File: src/rtl/bnn_ctrl_pkg.sv
// Shared types and constants for the BNN control path: sequencer states,
// host command bytes and frame geometry.
package bnn_ctrl_pkg;

    typedef enum logic [2:0] {
        IDLE,
        RX_IMAGE,
        START,
        INFER,
        RESULT
    } seq_state_t;

    localparam logic [7:0] CMD_IMAGE = 8'hA5;
    localparam logic [7:0] CMD_CLEAR = 8'h5A;

    localparam int IMG_BYTES_DEFAULT = 113;
    localparam int CLASS_W           = 4;

endpackage

File: src/rtl/inference_sequencer.sv
// Command decode, image streaming, BNN start/done handshake with timeout,
// and the registered host-side status outputs.
module inference_sequencer
    import bnn_ctrl_pkg::*;
#(
    parameter int IMG_BYTES     = IMG_BYTES_DEFAULT,
    parameter int ADDR_W        = 7,
    parameter int INFER_TIMEOUT = 1048576
) (
    input  logic               clk,
    input  logic               rst_n,
    input  logic               rx_valid,
    input  logic [7:0]         rx_byte,
    input  logic               cs_active,
    output logic               buf_we,
    output logic [ADDR_W-1:0]  buf_addr,
    output logic [7:0]         buf_wdata,
    output logic               bnn_start,
    input  logic               bnn_done,
    input  logic [CLASS_W-1:0] bnn_class,
    output logic [CLASS_W-1:0] result_out,
    output logic               result_ready,
    output logic               send_image,
    output logic               status_ready,
    output logic               error,
    output seq_state_t         dbg_state
);

    localparam int CNT_W = $clog2(IMG_BYTES + 1);
    localparam int TMO_W = $clog2(INFER_TIMEOUT + 1);
    localparam logic [CNT_W-1:0] LAST_IDX = CNT_W'(IMG_BYTES - 1);
    localparam logic [TMO_W-1:0] TMO_MAX  = TMO_W'(INFER_TIMEOUT);

    seq_state_t         r_state;
    seq_state_t         w_next;
    logic [CNT_W-1:0]   r_cnt;
    logic [TMO_W-1:0]   r_tmo;
    logic               r_cs_prev;
    logic               r_buf_we;
    logic [ADDR_W-1:0]  r_buf_addr;
    logic [7:0]         r_buf_wdata;
    logic               r_bnn_start;
    logic [CLASS_W-1:0] r_result;
    logic               r_result_ready;
    logic               r_send_image;
    logic               r_status_ready;
    logic               r_error;

    logic w_cmd_image;
    logic w_cmd_clear;
    logic w_cs_fall;
    logic w_last;
    logic w_timeout;
    logic w_wr;
    logic w_error_nxt;

    assign w_cmd_image = rx_valid && (rx_byte == CMD_IMAGE);
    assign w_cmd_clear = rx_valid && (rx_byte == CMD_CLEAR);
    assign w_cs_fall   = r_cs_prev && !cs_active;
    assign w_last      = (r_cnt == LAST_IDX);
    assign w_timeout   = (r_tmo == TMO_MAX);
    assign w_wr        = (r_state == RX_IMAGE) && rx_valid;

    always_ff @(posedge clk or negedge rst_n) begin
        if (!rst_n) begin
            r_state <= IDLE;
        end else begin
            r_state <= w_next;
        end
    end

    // The completing byte takes priority over a simultaneous chip-select fall.
    always_comb begin
        w_next = r_state;
        case (r_state)
            IDLE:     if (w_cmd_image) w_next = RX_IMAGE;
            RX_IMAGE: begin
                if (rx_valid && w_last) w_next = START;
                else if (w_cs_fall)     w_next = IDLE;
            end
            START:    w_next = INFER;
            INFER: begin
                if (bnn_done)       w_next = RESULT;
                else if (w_timeout) w_next = IDLE;
            end
            RESULT: begin
                if (w_cmd_image)      w_next = RX_IMAGE;
                else if (w_cmd_clear) w_next = IDLE;
            end
            default:  w_next = IDLE;
        endcase
    end

    always_comb begin
        w_error_nxt = r_error;
        if ((r_state == IDLE) && (w_cmd_image || w_cmd_clear)) w_error_nxt = 1'b0;
        if ((r_state == RX_IMAGE) && w_cs_fall && !(rx_valid && w_last)) w_error_nxt = 1'b1;
        if (((r_state == START) || (r_state == INFER)) && rx_valid) w_error_nxt = 1'b1;
        if ((r_state == INFER) && !bnn_done && w_timeout) w_error_nxt = 1'b1;
    end

    // Host flags are registered from the next state so they track it with no lag.
    always_ff @(posedge clk or negedge rst_n) begin
        if (!rst_n) begin
            r_cnt          <= '0;
            r_tmo          <= '0;
            r_cs_prev      <= 1'b0;
            r_buf_we       <= 1'b0;
            r_buf_addr     <= '0;
            r_buf_wdata    <= '0;
            r_bnn_start    <= 1'b0;
            r_result       <= '0;
            r_result_ready <= 1'b0;
            r_send_image   <= 1'b0;
            r_status_ready <= 1'b0;
            r_error        <= 1'b0;
        end else begin
            r_cs_prev <= cs_active;
            if ((w_next == RX_IMAGE) && (r_state != RX_IMAGE)) begin
                r_cnt <= '0;
            end else if (w_wr && !w_last) begin
                r_cnt <= r_cnt + CNT_W'(1);
            end
            if (r_state == START) begin
                r_tmo <= '0;
            end else if ((r_state == INFER) && !w_timeout) begin
                r_tmo <= r_tmo + TMO_W'(1);
            end
            r_buf_we <= w_wr;
            if (w_wr) begin
                r_buf_addr  <= ADDR_W'(r_cnt);
                r_buf_wdata <= rx_byte;
            end
            r_bnn_start <= (r_state == START);
            if ((r_state == INFER) && bnn_done) begin
                r_result <= bnn_class;
            end
            r_result_ready <= (w_next == RESULT);
            r_send_image   <= (w_next == RX_IMAGE);
            r_status_ready <= (w_next == IDLE) || (w_next == RESULT);
            r_error        <= w_error_nxt;
        end
    end

    assign buf_we       = r_buf_we;
    assign buf_addr     = r_buf_addr;
    assign buf_wdata    = r_buf_wdata;
    assign bnn_start    = r_bnn_start;
    assign result_out   = r_result;
    assign result_ready = r_result_ready;
    assign send_image   = r_send_image;
    assign status_ready = r_status_ready;
    assign error        = r_error;
    assign dbg_state    = r_state;

endmodule

File: config.mk
export PLATFORM = sky130hd
export DESIGN_NAME = inference_sequencer
export DESIGN_NICKNAME = d
export VERILOG_FILES = /design/src/rtl/bnn_ctrl_pkg.sv /design/src/rtl/inference_sequencer.sv
export SDC_FILE = /design/constraint.sdc
export NUM_CORES = 1
export LEC_CHECK = 0
export ABC_AREA = 1
export ABC_CLOCK_PERIOD_IN_PS = 2250
export BUFFER_PORTS_ARGS = -buffer_cell sky130_fd_sc_hd__clkbuf_2
export CAP_MARGIN = 30
export CORE_MARGIN = 3
export CORE_UTILIZATION = 57
export DETAILED_ROUTE_END_ITERATION = 8
export PLACE_DENSITY = 0.79
export SYNTH_ARGS = -nofsm -noshare
export SYNTH_HDL_FRONTEND = slang
export SYNTH_SLANG_ARGS = --single-unit
File: constraint.sdc
create_clock -name clk -period 2.25 [get_ports clk]
set_clock_uncertainty 0.1 [all_clocks]
set_input_delay 0.225 -clock clk [delete_from_list [all_inputs] [get_ports clk]]
set_output_delay 0.225 -clock clk [all_outputs]
set_load 0.02 [all_outputs]
==> qor.yml <==
htree_num_levels: 3
setup_viol_count_final: 0
final-hold-violation-count: 0
port_buffers: 44
fin_ws_ns: 0.320
cts_tree: "built"
synth.net_count: 431
dp_hpwl_um: 5180
holdCritStartpoint: "bnn_class[3]"
vdd_drop_max_mv: 0.632
grt_max_degree: 58
core_um2: 5200
mostFrequentLayoutCells: "127 x nand2_1, 57 x dfrtp_1, 51 x inv_1"
antenna_found_initial: 0
yosys.cell_types.count: 28
r2r-end: "r_tmo[6]$_DFFE_PN0P_"
synthMuxAreaShare_pct: 1.44
synth_top_family_by_area: "simple AND/OR/NAND/NOR gates"
initial_utilization_pct: 60.2
fin_util_pct: 70.4
ant_nets: 0
cp-end-kind: "flop"
synth_top_area_share_pct: 45.5
drc: 0
yosys_warnings: 0
slew_viol_final: 0
netlist_area_um2: 3140
r2r_cells: 10
r2r_slack_ns: 0.32
num_io_pins: 45
cp.required_ns: 2.39
outcome: "completed"
root_buffer: "clkbuf_8"
detailedPlace.worstSlack_ns: 0.353
synth_simple_gate_area_share_pct: 34.4
holdPathEnd: "result_out[3]$_DFFE_PN0P_"
finalSetupTns_ns: 0
clk_pin_slew_worst_paths_ns: 0.06
yosys.area_share.xor_xnor_pct: 3.35
first_pass_iters: 4
hold_path_depth: 2
timing.rr.start: "r_tmo[0]$_DFFE_PN0P_"
first_iter_violations: 214
globalplace.congestion: 0.920
std_cell_rows: 26
die_area_um2: 6430
synth_compound_area_share_pct: 6.15
worst-path-max-fanout: 17
synthAdderAreaFrac_pct: 1.60
synth.avg_cell_area_um2: 7.65
fin_crit_ns: 1.93
drive_gt1_share_pct: 19.1
viasPerCell: 5.17
grt_usage_pct: 24.3
rsz0062_at_grt: "no"
dpl_cell_area_um2: 3430
clk_latency_ns: 0.34
synth_seq_cells: 57
vias: 2797
cts_buffers: 9
synthTopCellsByArea: "dfrtp_1 45%, nand2_1 15%, inv_1 6.1%"
die_y_um: 80.2
grt_pass1_wl_um: 11700
grt_pass1_vias: 2544
critical_path_arrival_ns: 2.07
dieWidth_um: 80.2
stdcell_count: 541
grt_overflow: 0
dpl.cell_count: 521
tightestPinTransition_ns: 0.699
drt_wl_total_um: 7160
yosys.area.top_type: "dfrtp_1"
p_per_area_nw_per_um2: 933
wl_per_cell_um: 13.2
clock_sinks: 57
cp-start-kind: "flop"
cap_viol_max_count: 0
ys_seq_area_share_pct: 45.5
p_leak_nw: 1.90
fin_crit_sh_pct: 85.8
final_common_cell: "nand2_1"
cts_max_path_buffers: 2
slew_headroom_pct: 53.4
synth_cells: 410
critPathKind: "flop to flop"
post-route-cell-area_um2: 3670
cts_resized: 0
antennaDiodeCount: 0
nets: 487
areaGrowthSynthToFinish_pct: 16.9
hold_path_class: "input pin to flop"
clock.fmax_mhz: 518
==> cell type report <==
cell class | instances | area (um^2)
Inverter | 54 | 203
Sequential cell | 57 | 1430
Clock inverter | 5 | 55.1
Fill cell | 451 | 1540
Timing Repair Buffer | 51 | 283
Multi-Input combinational cell | 293 | 1470
Tap cell | 70 | 87.6
Clock buffer | 11 | 141
==> state kept, by name, indices dropped and copies added, names as in the netlist <==
name          count
r_cnt             7
r_tmo            21
buf_addr          7
result_ready      1
bnn_start         1
error             1
status_ready      1
dbg_state         3
send_image        1
buf_we            1
r_cs_prev         1
result_out        4
buf_wdata         8
==> per-layer routing <==
metal  share of wire, %  global-route usage, %  up-vias
met3                7.1                   6.39       11
met1                 47                   33.8     1269
met5                  0                      0        -
met2                 44                   34.7      106
li1                   -                      -     1411
met4                1.6                   12.7        0
==> metrics by stage <==
stage	hold slack (ns)	total power [mW]
floorplan	-0.171	2.15
CTS	0.000701	3.45
finish	0.0197	3.42
global placement	0.252	2.46
detailed placement	0.261	2.49
global route	0.00821	3.66
==> logic make-up after synthesis <==
family	after synthesis
buf+inv	60
compound gates	33
fa+ha+maj	4
xor+xnor	12
simple gates	240
flops	57
mux	4
==> report_power, final <==
part / switching, mW / internal, mW
logic: 0.712 / 0.348
registers: 0.163 / 1.26
clock network: 0.403 / 0.537
total: 1.28 / 2.14
==> what timing repair did <==
item | in CTS | in global routing
setup buffers | 0 | 0
hold buffers | 2 | 2
setup endpoints to repair | 0 | 0
endpoints found under the hold margin | 58 | 2
==> worst max-delay path: stages (launching register included) <==
cell     delay, ns
dfrtp_1       0.44
inv_1         0.13
ha_1          0.18
nand2_1       0.07
nor2_1        0.13
nand3_2       0.14
nand2_4       0.14
nand2_4       0.16
inv_2         0.20
nand2_1       0.07
o31ai_1       0.06
==> synthesized netlist by cell type <==
cell type	count
xnor2_1	3
inv_2	3
a21oi_1	1
inv_1	51
o31ai_1	2
nor3_1	9
o21ai_0	22
mux2_2	4
nand4_1	17
clkbuf_1	2
nor2_4	3
nand2_4	3
buf_4	1
nand3_2	4
nor2_1	45
nor2_2	4
o21ai_1	2
and3_1	2
a21oi_2	1
nand2_1	127
xor2_1	9
nor3_2	1
ha_1	4
buf_6	1
buf_2	2
o21ai_2	5
dfrtp_1	57
nand3_1	25
==> worst max path at each step <==
| stage | from | endpoint | cells past startpoint |
|---|---|---|---|
| after floorplan | r_tmo[0]$_DFFE_PN0P_ | r_tmo[15]$_DFFE_PN0P_ | 10 |
| after global placement | r_tmo[0]$_DFFE_PN0P_ | r_tmo[12]$_DFFE_PN0P_ | 10 |
| after detailed placement | r_tmo[0]$_DFFE_PN0P_ | r_tmo[6]$_DFFE_PN0P_ | 10 |
| after CTS | r_tmo[0]$_DFFE_PN0P_ | r_tmo[6]$_DFFE_PN0P_ | 10 |
| after global routing | r_tmo[0]$_DFFE_PN0P_ | r_tmo[12]$_DFFE_PN0P_ | 10 |
| final | r_tmo[0]$_DFFE_PN0P_ | r_tmo[6]$_DFFE_PN0P_ | 10 |
(Power assumes the default switching activity.)
